$ cat config.mk
export PLATFORM = sky130hd
export DESIGN_NAME = matmul_stream_sched
export DESIGN_NICKNAME = d
export VERILOG_FILES = /design/src/rtl/matmul_stream_sched.sv
export SDC_FILE = /design/constraint.sdc
export NUM_CORES = 1
export LEC_CHECK = 0
export BUFFER_PORTS_ARGS = -buffer_cell sky130_fd_sc_hd__clkbuf_2
export CORE_MARGIN = 2
export CORE_UTILIZATION = 39
export DETAILED_ROUTE_END_ITERATION = 10
export PLACE_DENSITY = 0.93
export SYNTH_ARGS = -nofsm -noshare
export SYNTH_HDL_FRONTEND = slang
export SYNTH_SLANG_ARGS = --single-unit
$ cat constraint.sdc
create_clock -name aclk -period 2 [get_ports aclk]
set_input_delay 0.2 -clock aclk [delete_from_list [all_inputs] [get_ports aclk]]
set_output_delay 0.2 -clock aclk [all_outputs]
set_load 0.02 [all_outputs]
$ cat src/rtl/matmul_stream_sched.sv
// Sequences one NxN product C = A x B through a streaming dot-product engine.
// Latency: N+2 cycles per C element with no stalls; done N*N*(N+2) cycles after the first fetch.
// Backpressure: A/B beats stall independently on their own tready; C is awaited indefinitely in WAIT_C.
module matmul_stream_sched #(
    parameter int N      = 8,
    parameter int DATA_W = 16,
    parameter int ADDR_W = 6
) (
    input  logic              aclk,
    input  logic              areset,
    input  logic              start,
    output logic              busy,
    output logic              done,
    output logic              err,
    output logic [ADDR_W-1:0] a_addr,
    input  logic [DATA_W-1:0] a_rdata,
    output logic [ADDR_W-1:0] b_addr,
    input  logic [DATA_W-1:0] b_rdata,
    output logic              m_axis_a_tvalid,
    input  logic              m_axis_a_tready,
    output logic              m_axis_a_tlast,
    output logic [DATA_W-1:0] m_axis_a_tdata,
    output logic              m_axis_b_tvalid,
    input  logic              m_axis_b_tready,
    output logic              m_axis_b_tlast,
    output logic [DATA_W-1:0] m_axis_b_tdata,
    input  logic              s_axis_c_tvalid,
    output logic              s_axis_c_tready,
    input  logic              s_axis_c_tlast,
    input  logic [DATA_W-1:0] s_axis_c_tdata,
    output logic              c_we,
    output logic [ADDR_W-1:0] c_waddr,
    output logic [DATA_W-1:0] c_wdata
);

    localparam int                CW     = $clog2(N) + 1;
    localparam logic [CW-1:0]     W_LAST = CW'(N - 1);
    localparam logic [ADDR_W-1:0] W_NA   = ADDR_W'(N);

    typedef enum logic [2:0] {
        S_IDLE,
        S_FETCH,
        S_SEND,
        S_WAIT_C,
        S_FIN
    } state_t;

    state_t        r_state;
    state_t        w_next;
    logic [CW-1:0] r_i;
    logic [CW-1:0] r_j;
    logic [CW-1:0] r_k;
    logic [CW-1:0] w_k_nxt;
    logic          r_a_taken;
    logic          r_b_taken;
    logic          r_err;
    logic          w_send;
    logic          w_a_hs;
    logic          w_b_hs;
    logic          w_beat_done;
    logic          w_k_last;
    logic          w_j_last;
    logic          w_i_last;
    logic          w_c_hs;

    assign w_send   = (r_state == S_SEND);
    assign w_k_last = (r_k == W_LAST);
    assign w_j_last = (r_j == W_LAST);
    assign w_i_last = (r_i == W_LAST);

    // A channel that already handshook for this beat holds tvalid low until its partner catches up.
    assign m_axis_a_tvalid = w_send && !r_a_taken;
    assign m_axis_b_tvalid = w_send && !r_b_taken;
    assign m_axis_a_tlast  = w_send && w_k_last;
    assign m_axis_b_tlast  = w_send && w_k_last;
    assign m_axis_a_tdata  = a_rdata;
    assign m_axis_b_tdata  = b_rdata;

    assign w_a_hs      = m_axis_a_tvalid && m_axis_a_tready;
    assign w_b_hs      = m_axis_b_tvalid && m_axis_b_tready;
    assign w_beat_done = w_send && (r_a_taken || w_a_hs) && (r_b_taken || w_b_hs);

    // Addresses look ahead to the next beat on completion so the RAM output is ready one cycle later,
    // and hold on the current beat while stalled so the presented data stays stable.
    assign w_k_nxt = w_beat_done ? (w_k_last ? '0 : r_k + CW'(1)) : r_k;
    assign a_addr  = ADDR_W'(r_i) * W_NA + ADDR_W'(w_k_nxt);
    assign b_addr  = ADDR_W'(w_k_nxt) * W_NA + ADDR_W'(r_j);

    assign s_axis_c_tready = (r_state == S_WAIT_C);
    assign w_c_hs          = s_axis_c_tready && s_axis_c_tvalid;
    assign c_we            = w_c_hs;
    assign c_waddr         = ADDR_W'(r_i) * W_NA + ADDR_W'(r_j);
    assign c_wdata         = s_axis_c_tdata;

    assign busy = (r_state == S_FETCH) || (r_state == S_SEND) || (r_state == S_WAIT_C);
    assign done = (r_state == S_FIN);
    assign err  = r_err;

    // State register.
    always_ff @(posedge aclk) begin
        if (areset) begin
            r_state <= S_IDLE;
        end else begin
            r_state <= w_next;
        end
    end

    // Next-state decode.
    always_comb begin
        w_next = r_state;
        case (r_state)
            S_IDLE:   if (start) w_next = S_FETCH;
            S_FETCH:  w_next = S_SEND;
            S_SEND:   if (w_beat_done && w_k_last) w_next = S_WAIT_C;
            S_WAIT_C: if (w_c_hs) w_next = (w_i_last && w_j_last) ? S_FIN : S_FETCH;
            S_FIN:    w_next = S_IDLE;
            default:  w_next = S_IDLE;
        endcase
    end

    // Element/beat counters, per-channel taken flags and the sticky framing error.
    always_ff @(posedge aclk) begin
        if (areset) begin
            r_i       <= '0;
            r_j       <= '0;
            r_k       <= '0;
            r_a_taken <= 1'b0;
            r_b_taken <= 1'b0;
            r_err     <= 1'b0;
        end else begin
            case (r_state)
                S_IDLE: begin
                    if (start) begin
                        r_i   <= '0;
                        r_j   <= '0;
                        r_k   <= '0;
                        r_err <= 1'b0;
                    end
                end
                S_SEND: begin
                    if (w_beat_done) begin
                        r_a_taken <= 1'b0;
                        r_b_taken <= 1'b0;
                        r_k       <= w_k_nxt;
                    end else begin
                        r_a_taken <= r_a_taken || w_a_hs;
                        r_b_taken <= r_b_taken || w_b_hs;
                    end
                end
                S_WAIT_C: begin
                    if (w_c_hs) begin
                        if (!s_axis_c_tlast) r_err <= 1'b1;
                        if (w_j_last) begin
                            r_j <= '0;
                            r_i <= w_i_last ? '0 : r_i + CW'(1);
                        end else begin
                            r_j <= r_j + CW'(1);
                        end
                    end
                end
                default: begin
                end
            endcase
        end
    end

endmodule

==> metrics <==
Overall Power 0.001361 W; router iterations before antenna repair 4; post-synthesis sequential area ratio 22.66%; initial antenna violation count 0; Final Util 42.31%; Net Count, Synth approximately 260; reg2reg setup slack 0.40 ns; area grow syn2layout 5.665%; final hold vios 0; clock buffer depth 2; Final min period 2.170 ns; gp weighted congestion 0.8811; status finished with violations; flops & latches, synth 18; nets 250; worst slew pin tran around 0.42 ns; Worst Slack Setup Final -0.1705 ns; Avg Vias per Cell roughly 5.4; pin count of the biggest net entering global routing 20; clock transition at the registers of the reported paths 0.07 ns; CP startpoint kind flop; Hold Path End err; Die Wd 67.86 microns; hold-fix buffers at CTS 0; vias in the first global route 1,135; pwr dens 810.2 nW/um^2; final WL between 3000 and 4000 microns; first-pass GRT wire length 5161 microns; CTS tree built; Max Slew Vio Count 0; Crit path required time 1.80 ns; Routed Antenna Nets 0; critical path fanouts, max 3; final worst path period share 108.5%; Die Area around 4600 sq um; RSZ-0062 raised after global routing yes; CTS Sinks 18; clk root buf clkbuf_8; Skew-Pair Late Insertion Delay 0.26 ns; total core area about 4000 sq um; final-report setup violation count 4; Worst R2R End r_i[1]; Post-Syn Area per Cell 8.032 sq um; reg-to-reg startpoint r_state[2]; ant diodes 0; Chip Height roughly 68 microns; fraction of layout cells with a size suffix above 1 42.70%; crit path kind reg2out; LEAKAGE approximately 0.74 nW; Total GRT Usage roughly 15%; DPL Wire Length 2436 microns; routed vias roughly 1,300; cell area after synthesis 1590 sq um; Worst Skew 0.005577 ns; Max-Cap Viols 0; WP data arrival approximately 2.0 ns; grt ovf 0; CP Capture Type output port; I/O Buffers 33; worst reg2reg path depth 5; TritonCTS buffer count 3; count of cell types in the netlist 46; Peak supply drop 0.0002320 V; Synth warnings 0; fillers 381; H-tree Lvls 1; multi-input combinational cell area 889.6 sq um; FF/Latch Area 367.9 sq um; FP Rows 23; Syn Inst Count 198; DR WL/cell 14.11 microns; Slew Limit Headroom between 70 and 80%; DRC 0; worst hold start s_axis_c_tlast; Top Ports 130; HP Class in2reg; Starting Density 40.04%; Max Clock Freq 0.4607 GHz; 1st-iter DRT viols 105; failing checks negative setup slack; Hold Slack around 0.24 ns; hold path depth 4; pre-CTS WS -0.004118 ns
cells in the mapped netlist (all sizes together):
library cell	number	area share, %
or4b	1	0.87
and3	1	0.39
nand2	11	2.6
nor3	7	2.8
and4b	1	0.63
dfxtp	18	23
nor2b	1	0.39
nand4b	3	2.0
nand3	8	2.5
or3	1	0.39
a211oi	1	0.79
o221a	1	0.71
nand3b	3	1.4
o22ai	2	0.79
a31oi	1	0.39
o21ai	11	3.7
xor2	3	1.7
buf	58	27
inv	6	1.4
nor3b	1	0.79
ha	9	7.1
o41ai	1	0.55
or3b	2	1.1
nor4	2	0.79
a21o	1	0.47
a21oi	13	4.3
and2	1	0.39
and3b	1	0.55
nor2	17	4.2
xnor2	3	2.1
o21a	1	0.47
a311oi	1	0.94
clkbuf	3	0.71
a21boi	1	0.47
nor4b	1	0.55
o22a	1	0.55
or4	1	0.47
what timing repair did:
item	4_1_cts	5_1_grt
resized for setup	9	22
buffers inserted	4	0
setup endpoints to repair	6	6
pin swaps	4	2
per-stage QoR:
stage / cells / TNS, ns / instance area [sq um]
2_1_floorplan: 198 / -0.006064 / 1658
3_3_place_gp: 227 / 0 / 1493
3_5_place_dp: 227 / -0.004118 / 1493
4_1_cts: 235 / -0.5545 / 1599
5_1_grt: 235 / -0.6496 / 1680
6_report: 235 / -0.3548 / 1680
critical path, stage by stage, from the launching register on:
cell and delay (ns):
dfxtp_2 0.35, or3b_4 0.42, nor2_4 0.14, nand3_2 0.11
o21ai_4 0.10, ha_4 0.17, ha_4 0.15, xor2_4 0.16
buf_8 0.12
registers in the layout, summed over array words and instances (netlist names):
name,count
err,1
r_a_taken,1
r_b_taken,1
r_i,4
r_j,4
r_k,4
r_state,3
per-layer routing:
metal	wire, microns	GRT usage (%)	up-vias	part of all wire [%]
met5	0	0	-	0
met4	109	10.25	0	3.3
met3	239	2.303	17	7.2
met2	1686	23.28	45	51
met1	1280	17.67	598	39
li1	-	-	608	-
cells in the final DEF, fill, tap and decap left out, types with 2 or more instances in the layout:
cell and count:
nand2_1 10, nor2_1 16, nor4_1 2, nor3_1 5
nand4b_1 2, o21ai_1 3, nand3_1 6, ha_4 4
a21oi_1 12, xnor2_1 2, o22ai_1 2, o21ai_0 5
nor3_2 2, clkbuf_2 28, clkbuf_8 4, o21ai_2 2
nand3_2 2, dfxtp_2 6, buf_4 11, buf_6 4
nand3b_1 3, dfxtp_1 12, inv_1 6, ha_1 5
cell type report:
class / instances / share of cell area (%)
clock buffer: 4 / 3.276
inverter: 6 / 1.340
multi-input combinational: 113 / 52.94
sequential: 18 / 21.89
tap: 50 / 3.723
timing repair buffer: 44 / 16.83
kinds of logic (layout without fill, tap and decap cells):
family,Yosys count,in the layout,synth area share (%)
simple gates,63,63,22.90
buf+inv,67,54,29.43
compound gates,35,35,14.16
flops,18,18,22.66
fa+ha+maj,9,9,7.081
xor+xnor,6,6,3.777
worst max path at each step:
stage,start,cells after the start,to
after floorplan,r_state[2],8,b_addr[5]
after global placement,r_state[2],8,b_addr[5]
after detailed placement,r_state[2],8,b_addr[5]
after CTS,r_state[1],8,b_addr[5]
after global routing,r_state[1],8,b_addr[5]
final,r_state[2],8,b_addr[5]
power by group:
group          leakage, nW  internal, W  switching, W
clock               0.0288     0.000175      0.000132
sequential           0.149     0.000397     0.0000433
combinational        0.566     0.000245      0.000369
Note: power is estimated with default switching activity, not from simulation.
